### src/rtl/if_ctrl_if.sv
// Fetch-unit bus bundle: instruction-memory port, redirect input and decode handshake.
interface if_ctrl_if #(
  parameter int unsigned ADDR_W = 64,
  parameter int unsigned INST_W = 32
);
  logic              imem_req;
  logic [ADDR_W-1:0] imem_addr;
  logic              imem_gnt;
  logic              imem_rvalid;
  logic [INST_W-1:0] imem_rdata;
  logic              redirect_valid;
  logic [ADDR_W-1:0] redirect_pc;
  logic              inst_valid;
  logic              inst_ready;
  logic [INST_W-1:0] inst;
  logic [ADDR_W-1:0] inst_pc;
  logic [63:0]       fetch_cnt;

  modport master (
    output imem_req, imem_addr, inst_valid, inst, inst_pc, fetch_cnt,
    input  imem_gnt, imem_rvalid, imem_rdata, redirect_valid, redirect_pc, inst_ready
  );

  modport slave (
    input  imem_req, imem_addr, inst_valid, inst, inst_pc, fetch_cnt,
    output imem_gnt, imem_rvalid, imem_rdata, redirect_valid, redirect_pc, inst_ready
  );
endinterface

### src/rtl/if_ctrl.sv
// Instruction-fetch sequencer: owns the PC, issues one outstanding imem fetch at a time,
// hands instructions to decode and applies execute redirects, discarding stale responses.
module if_ctrl #(
  parameter logic [63:0] PC_RESET = 64'h8000_0000,
  parameter int unsigned ADDR_W   = 64,
  parameter int unsigned INST_W   = 32
) (
  input logic      clk,
  input logic      rst_n,
  if_ctrl_if.master bus
);

  typedef enum logic [2:0] {
    IDLE = 3'd0,
    REQ  = 3'd1,
    WAIT = 3'd2,
    DROP = 3'd3,
    HOLD = 3'd4
  } state_e;

  state_e            state_q, state_d;
  logic [ADDR_W-1:0] pc_q, pc_d;
  logic [INST_W-1:0] inst_q, inst_d;
  logic [ADDR_W-1:0] inst_pc_q, inst_pc_d;
  logic [63:0]       cnt_q, cnt_d;
  logic              req_q, valid_q;
  logic [ADDR_W-1:0] redir_pc;

  // Redirect targets are forced word-aligned.
  assign redir_pc = bus.redirect_pc & ~ADDR_W'(3);

  always_comb begin
    state_d   = state_q;
    pc_d      = pc_q;
    inst_d    = inst_q;
    inst_pc_d = inst_pc_q;
    cnt_d     = cnt_q;
    unique case (state_q)
      IDLE: state_d = REQ;
      REQ: begin
        if (bus.redirect_valid) pc_d = redir_pc;
        if (bus.imem_gnt) state_d = bus.redirect_valid ? DROP : WAIT;
      end
      WAIT: begin
        if (bus.imem_rvalid) begin
          if (bus.redirect_valid) begin
            state_d = REQ;
            pc_d    = redir_pc;
          end else begin
            state_d   = HOLD;
            inst_d    = bus.imem_rdata;
            inst_pc_d = pc_q;
            pc_d      = pc_q + ADDR_W'(4);
          end
        end else if (bus.redirect_valid) begin
          state_d = DROP;
          pc_d    = redir_pc;
        end
      end
      DROP: begin
        // The in-flight response belongs to the old PC; swallow it before refetching.
        if (bus.redirect_valid) pc_d = redir_pc;
        if (bus.imem_rvalid) state_d = REQ;
      end
      HOLD: begin
        if (bus.redirect_valid) begin
          state_d = REQ;
          pc_d    = redir_pc;
        end else if (bus.inst_ready) begin
          state_d = REQ;
          cnt_d   = cnt_q + 64'd1;
        end
      end
      default: state_d = IDLE;
    endcase
  end

  always_ff @(posedge clk) begin
    if (!rst_n) begin
      state_q   <= IDLE;
      pc_q      <= ADDR_W'(PC_RESET);
      inst_q    <= '0;
      inst_pc_q <= '0;
      cnt_q     <= '0;
      req_q     <= 1'b0;
      valid_q   <= 1'b0;
    end else begin
      state_q   <= state_d;
      pc_q      <= pc_d;
      inst_q    <= inst_d;
      inst_pc_q <= inst_pc_d;
      cnt_q     <= cnt_d;
      req_q     <= (state_d == REQ);
      valid_q   <= (state_d == HOLD);
    end
  end

  assign bus.imem_req   = req_q;
  assign bus.imem_addr  = pc_q;
  assign bus.inst_valid = valid_q;
  assign bus.inst       = inst_q;
  assign bus.inst_pc    = inst_pc_q;
  assign bus.fetch_cnt  = cnt_q;

endmodule
### src/flat_wrapper.sv
// flat-port wrapper written by rule: the top's interface ports become plain ports
module if_ctrl_flat 
#(
  parameter logic [63:0] PC_RESET = 64'h8000_0000,
  parameter int unsigned ADDR_W   = 64,
  parameter int unsigned INST_W   = 32
)
  (clk, rst_n, bus_imem_req, bus_imem_addr, bus_inst_valid, bus_inst, bus_inst_pc, bus_fetch_cnt, bus_imem_gnt, bus_imem_rvalid, bus_imem_rdata, bus_redirect_valid, bus_redirect_pc, bus_inst_ready);
  if_ctrl_if #(.ADDR_W(ADDR_W), .INST_W(INST_W)) bus_i ();
  input logic clk;
  input logic rst_n;
  output wire logic [$bits(bus_i.imem_req)-1:0] bus_imem_req;
  output wire logic [$bits(bus_i.imem_addr)-1:0] bus_imem_addr;
  output wire logic [$bits(bus_i.inst_valid)-1:0] bus_inst_valid;
  output wire logic [$bits(bus_i.inst)-1:0] bus_inst;
  output wire logic [$bits(bus_i.inst_pc)-1:0] bus_inst_pc;
  output wire logic [$bits(bus_i.fetch_cnt)-1:0] bus_fetch_cnt;
  input wire logic [$bits(bus_i.imem_gnt)-1:0] bus_imem_gnt;
  input wire logic [$bits(bus_i.imem_rvalid)-1:0] bus_imem_rvalid;
  input wire logic [$bits(bus_i.imem_rdata)-1:0] bus_imem_rdata;
  input wire logic [$bits(bus_i.redirect_valid)-1:0] bus_redirect_valid;
  input wire logic [$bits(bus_i.redirect_pc)-1:0] bus_redirect_pc;
  input wire logic [$bits(bus_i.inst_ready)-1:0] bus_inst_ready;
  assign bus_imem_req = bus_i.imem_req;
  assign bus_imem_addr = bus_i.imem_addr;
  assign bus_inst_valid = bus_i.inst_valid;
  assign bus_inst = bus_i.inst;
  assign bus_inst_pc = bus_i.inst_pc;
  assign bus_fetch_cnt = bus_i.fetch_cnt;
  assign bus_i.imem_gnt = bus_imem_gnt;
  assign bus_i.imem_rvalid = bus_imem_rvalid;
  assign bus_i.imem_rdata = bus_imem_rdata;
  assign bus_i.redirect_valid = bus_redirect_valid;
  assign bus_i.redirect_pc = bus_redirect_pc;
  assign bus_i.inst_ready = bus_inst_ready;
  if_ctrl #(.PC_RESET(PC_RESET), .ADDR_W(ADDR_W), .INST_W(INST_W)) u_core (.clk(clk), .rst_n(rst_n), .bus(bus_i));
endmodule
### config.mk
export PLATFORM = sky130hd
export DESIGN_NAME = if_ctrl_flat
export DESIGN_NICKNAME = d
export VERILOG_FILES = /design/src/rtl/if_ctrl_if.sv /design/src/rtl/if_ctrl.sv /design/src/flat_wrapper.sv
export SDC_FILE = /design/constraint.sdc
export NUM_CORES = 1
export LEC_CHECK = 0
export BUFFER_PORTS_ARGS = -buffer_cell sky130_fd_sc_hd__clkbuf_2
export CAP_MARGIN = 10
export CORE_MARGIN = 8
export CORE_UTILIZATION = 55
export DETAILED_ROUTE_END_ITERATION = 16
export GPL_ROUTABILITY_DRIVEN = 0
export PLACE_DENSITY = 0.95
export SLEW_MARGIN = 20
export SYNTH_ARGS = -nofsm -noshare
export SYNTH_HDL_FRONTEND = slang
export SYNTH_SLANG_ARGS = --single-unit
### constraint.sdc
create_clock -name clk -period 8.1 [get_ports clk]
set_clock_uncertainty 0.15 [all_clocks]
set_input_delay 0.81 -clock clk [delete_from_list [all_inputs] [get_ports clk]]
set_output_delay 0.81 -clock clk [all_outputs]
set_load 0.1 [all_outputs]
==> impl_metrics.toml, run 1 <==
[floorplan]
rows = 51
core_sq_um = 19400
die_area_sq_um = 24400
die_x_um = 156
io_pins = 328
start_util_pct = 55.8
die_y_um = 156

[detailed_routing]
vias_per_cell = 6.20
wirelength_um = 37900
routedWlPerCell_um = 19.4
drc = 0
num_vias = 12100
drt-pass1-iter-count = 6
drt_iter0_markers = 1375
ant_nets = 0

[setup_path]
reg2reg_slack_ns = 4.73
r2r_cells = 6
r2r_end = "u_core.bus.imem_addr[53]$_SDFFE_PN0P_"
cp.required_ns = 8.32
critPathLaunchType = "input pin"
worst-setup-path-type = "input pin to flop"
worstPathMaxFanout = 104
setup.worst_path.end_class = "flop"
arrival_ns = 3.59
worstReg2RegStart = "u_core.state_q[0]$_SDFF_PN0_"

[yosys]
synth-edff-count = 0
synth_cell_types = 69
ys_seq_elements = 229
synth_cells = 1408
seq_area_frac_synth_pct = 42.3
yosysTopAreaCell = "dfxtp_1"
syn_nets = 1512
synth.top_cell.area_share_pct = 42.3
synth_area_sq_um = 10800
synthFlopType = "dfxtp_1"
synth.most_common_cell = "nand2_1"
yosys_warnings = 0
yosys-top-cells-count = "nand2_1, dfxtp_1, a21oi_1"
synth_area_per_cell_sq_um = 7.69
synthTopCellsByArea = "dfxtp_1, nand2_1, a21oi_1"
synthArstFlopShare_pct = 0

[cells_and_area]
final_layout_size_suffix_gt1_share_pct = 23.5
syn2layout_area_growth_pct = 24.2
fin_cells = 1954
nets = 1774
finalInstanceArea_sq_um = 13500

[sta]
period_share_pct = 41.6
hold_viol = 0
worst_slew_margin_rel_pct = 29.8
period_minus_slack_ns = 3.37
setup_ws_ns = 4.73
slew_viol_final = 0
tightestPinTransition_ns = 1.05
fin_tns_setup_ns = 0
rsz0062_at_grt = "no"
setup_viol = 0
clock.fmax_mhz = 297

[clocking]
cts_tree = "built"
cts_resized = 0
cts_sinks = 229
cts_hold_buf = 0
cts_buffers = 24
cts_setup_buffers = 0
worstSkewPairLatency_ns = 0.52
clk_pin_slew_ns = 0.07
cts-root-buf = "clkbuf_16"
clk_path_buf_depth = 3
h-tree-depth = 1

[global_routing]
antenna_found_initial = 1
grt_pass1_wl_um = 58900
grt_pass1_vias = 11400
grt_max_degree = 108
grt_use_total_pct = 29.2
grt_overflow = 0

[placed_design]
portBuffers = 325
pre_cts_slack_ns = 4.30
placedInstanceArea_sq_um = 12500
dp.cells = 1909
dp_hpwl_um = 26200

[pwr]
cellPowerDensity_nw_per_um2 = 216
p_leak_nw = 5.19
ir_drop_mv = 0.192
total_power_w = 0.00290

[hold_path]
worstHoldStart = "u_core.bus.inst[25]$_SDFFE_PN0P_"
hp-class = "flop to flop"
min_path_cells = 2
min_to = "u_core.bus.inst[25]$_SDFFE_PN0P_"

[job]
cap_violations = 0

[status]
status = "finished clean"
-- critical path: stages --
cell       delay, ns
buf_4           0.12
buf_4           0.75
clkinv_1        0.16
buf_4           0.31
a2111oi_0       0.43
a31oi_1         0.29
a21o_1          0.31
a221oi_1        0.25
nor2_1          0.07
-- metrics by stage --
stage	util (%)	hold WS (ns)
5_1_grt	69.4	0.321
3_3_place_gp	64.5	0.291
4_1_cts	69.3	0.305
6_report	69.4	0.304
3_5_place_dp	64.5	0.296
2_1_floorplan	-	0.397
-- final cells by class --
cell class,count,area (sq um)
clock inverter,16,287
timing repair buffer,334,1700
antenna,1,2.50
clock buffer,28,647
tap,265,332
fill,1505,5940
sequential,229,4580
inverter,18,72.6
multi-input combinational,1063,5830
-- cells by family (layout without fill, tap and decap cells) --
family                   Yosys count  count (layout)  share of synthesized area, %
other                              0               1                             0
multiplexers                      10              10                         0.936
adder cells (fa/ha/maj)            2               2                         0.231
buffers and inverters            116             396                          4.10
XOR/XNOR                          57              57                          4.61
AO/OA/AOI/OAI                    301             301                          16.8
AND/OR/NAND/NOR                  693             693                          31.0
flip-flops                       229             229                          42.3
-- cells in the final DEF, fill, tap and decap left out, drive strengths merged, types with 5 or more instances in the layout --
cell    instances
o21ai          42
mux2i           9
o31ai           6
o21a            5
xnor2          36
o22ai           6
inv            17
nor3           44
a221oi          7
a21o            8
xor2           21
a22o            6
dfxtp         229
a22oi          16
and2           12
a32o            6
a21oi         146
and4           14
and3           24
nand2b          5
nor2b           8
nand3b          6
nand4          44
buf            10
bufinv          8
nand2         292
or3            18
or2             5
nor4           25
clkinv          8
or4            14
a31oi          19
clkbuf        352
o211ai          9
nand3          63
nor2          111
-- per-layer routing --
metal | part of all wire [%] | GRT usage [%] | wire (um) | vias up
li1 | - | - | - | 5522
met1 | 37 | 34.8 | 14000 | 5597
met2 | 48 | 49.2 | 18100 | 840
met3 | 11 | 7.50 | 4340 | 147
met4 | 3.9 | 12.1 | 1490 | 0
met5 | 0 | 0 | 0 | -
-- registers in the layout, indices dropped and copies added (netlist names) --
signal / cells
u_core.bus.inst_pc: 64
u_core.bus.imem_req: 1
u_core.bus.imem_addr: 64
u_core.state_q: 3
u_core.bus.inst_valid: 1
u_core.bus.inst: 32
u_core.bus.fetch_cnt: 64
-- where the power goes --
part	internal [W]	switching [W]
Clock	0.000827	0.000472
Sequential	0.00115	0.0000577
Combinational	0.0000824	0.000312
-- worst max-delay path by stage --
stage          slack [ns]                                 start                                    end
6_report             4.73                    bus_redirect_valid  u_core.bus.imem_addr[27]$_SDFFE_PN0P_
5_1_grt              4.59          u_core.state_q[0]$_SDFF_PN0_  u_core.bus.imem_addr[53]$_SDFFE_PN0P_
4_1_cts              4.71          u_core.state_q[0]$_SDFF_PN0_  u_core.bus.imem_addr[53]$_SDFFE_PN0P_
3_5_place_dp         4.30                    bus_redirect_valid  u_core.bus.imem_addr[27]$_SDFFE_PN0P_
3_3_place_gp         4.43                    bus_redirect_valid  u_core.bus.imem_addr[27]$_SDFFE_PN0P_
2_1_floorplan        4.66  u_core.bus.imem_addr[2]$_SDFFE_PN0P_  u_core.bus.imem_addr[56]$_SDFFE_PN0P_
No activity file was read; power rests on OpenSTA's default activity.
==> run 2: changes to the inputs <==
--- a/config.mk
+++ b/config.mk
@@ -8,10 +8,10 @@
 export BUFFER_PORTS_ARGS = -buffer_cell sky130_fd_sc_hd__clkbuf_2
 export CAP_MARGIN = 10
 export CORE_MARGIN = 8
-export CORE_UTILIZATION = 55
+export CORE_UTILIZATION = 52
 export DETAILED_ROUTE_END_ITERATION = 16
 export GPL_ROUTABILITY_DRIVEN = 0
-export PLACE_DENSITY = 0.95
+export PLACE_DENSITY = 0.91
 export SLEW_MARGIN = 20
 export SYNTH_ARGS = -nofsm -noshare
 export SYNTH_HDL_FRONTEND = slang
==> constraint.sdc (replaced) <==
create_clock -name clk -period 3.11 [get_ports clk]
set_clock_uncertainty 0.15 [all_clocks]
set_input_delay 0.311 -clock clk [delete_from_list [all_inputs] [get_ports clk]]
set_output_delay 0.311 -clock clk [all_outputs]
set_load 0.1 [all_outputs]
==> run 2 against run 1 <==
Net effect:
- highest routed layer is now met5
- critical endpoint is now u_core.bus.imem_addr[62]$_SDFFE_PN0P_
- hold slack worse by 0.29 ns
- sequential share of layout area shrank 1.8 points
- largest power group is now sequential cells
- setup slack got worse by 4.6 ns
- critical path type is now flop to flop
- cell area is 6.2% higher
- flip-flop and latch count is the same
- global-route usage up 0.26 points
- utilization increased by 0.82 points
- cell count rose by 5.1%
- non-clock buffer count is 92 higher
==> impl_metrics.toml, run 2 (synthesized netlist as in run 1, its figures left out) <==
[cells_and_area]
syn2layout_area_growth_pct = 32.0
seq_area_sq_um = 4620
fin_util_pct = 70.2
final_layout_size_suffix_gt1_share_pct = 24.8
final_cell_mix = "clkbuf_2, nand2_1, dfxtp_1"
nFillCells = 1549
final_common_cell = "clkbuf_2"
nets = 1867
finalInstanceArea_sq_um = 14300
multi_input_area_sq_um = 5840

[placed_design]
dp_hpwl_um = 26700
pre_cts_slack_ns = 0.148
placedInstanceArea_sq_um = 12800
portBuffers = 325

[pwr]
cellPowerDensity_nw_per_um2 = 506
ir_drop_mv = 0.427
total_power_w = 0.00724
p_leak_nw = 5.56

[sta]
period_share_pct = 94.5
period_minus_slack_ns = 2.94
hold_slack_ns = 0.0162
worst_slew_margin_rel_pct = 32.5
setup_ws_ns = 0.171
hold_viol = 0
tightestPinTransition_ns = 1.01
setup_viol = 0
slew_viol_final = 0
clock.fmax_mhz = 340
rsz0062_at_grt = "no"

[floorplan]
start_util_pct = 53.2
io_pins = 328
die_x_um = 160
die_area_sq_um = 25700
rows = 52
die_y_um = 160
core_sq_um = 20400

[clocking]
h-tree-depth = 1
cts_sinks = 229
cts-root-buf = "clkbuf_16"
clk_pin_slew_ns = 0.06
worstSkewPairLatency_ns = 0.52
cts_buffers = 25
cts_tree = "built"
clk_path_buf_depth = 3
cts_setup_buffers = 0

[setup_path]
cp.required_ns = 3.36
critPathLaunchType = "flop"
setup.worst_path.end_class = "flop"
worst-setup-path-type = "flop to flop"
arrival_ns = 3.19
r2r_cells = 7
cp-startpoint = "u_core.bus.imem_addr[2]$_SDFFE_PN0P_"
worstReg2RegStart = "u_core.bus.imem_addr[2]$_SDFFE_PN0P_"
worstPathMaxFanout = 7

[detailed_routing]
ant_nets = 0
drt_iter0_markers = 1488
drt-pass1-iter-count = 5
routedWlPerCell_um = 19.5
num_vias = 12400
wirelength_um = 40000
drc = 0
vias_per_cell = 6.03

[global_routing]
grt_use_total_pct = 29.5
grt_max_degree = 103
grt_pass1_wl_um = 63300
antenna_found_initial = 7
grt_pass1_vias = 11900
grt_overflow = 0

[hold_path]
hp-class = "input pin to flop"
min_path_cells = 3
worstHoldStart = "bus_redirect_pc[29]"

[status]
status = "finished clean"

[job]
cap_violations = 0
[run 2: cell count changes in the layout (fill, tap and decap cells not counted), moves of 2 or more]
cell           delta
clkinv_2          -2
dfxtp_2          +26
clkbuf_1          +3
diode_2           +5
buf_4            +17
buf_12            +5
bufinv_16         -6
dfxtp_1          -26
clkbuf_8          +3
dlygate4sd3_1    +70
[run 2: metrics by stage]
step           TNS (ns)  std cells
2_1_floorplan   -0.0124       1408
3_3_place_gp          0       1936
3_5_place_dp          0       1936
4_1_cts               0       2047
5_1_grt               0       2053
6_report              0       2053
[run 2: what timing repair did]
action	in CTS	in global routing
endpoints found under the hold margin	70	0
hold buffers	70	0
resized for setup	0	1
endpoints found under the setup margin	0	2
[run 2: layer usage]
layer,global-route usage (%),wire length [um],up-vias
met5,0,13,-
met4,14.3,1980,2
met3,6.93,4160,163
met2,49.1,18900,853
met1,35.3,14900,5662
li1,-,-,5693
[run 2: final timing paths]
kind / endpoint / slack, ns
max: u_core.bus.imem_addr[62]$_SDFFE_PN0P_ / 0.17
min: u_core.bus.imem_addr[29]$_SDFFE_PN0P_ / 0.02
max reg2reg: u_core.bus.imem_addr[62]$_SDFFE_PN0P_ / 0.17
min reg2reg: u_core.bus.inst_pc[27]$_SDFFE_PN0P_ / 0.30
[run 2: area by class of cell]
type / count / area share (%)
clock buffers: 34 / 4.89
flip-flops and latches: 229 / 32.3
repair buffers: 426 / 18.4
well taps: 270 / 2.36
diodes: 6 / 0.105
clock inverters: 7 / 0.622
multi-input cells: 1063 / 40.8
inverters: 18 / 0.508
[run 2: power breakdown]
group          total (W)  switching [W]  internal [W]
clock network    0.00294        0.00122       0.00173
registers        0.00313       0.000127       0.00301
logic            0.00116       0.000864      0.000296
[run 2: worst max-delay path, stage by stage, from the launching register on]
cell and delay (ns):
dfxtp_2 0.39, ha_1 0.24, nand3_1 0.19, or3_1 0.51
or4_1 0.68, nor2_2 0.25, nand2b_1 0.08, o311ai_0 0.34
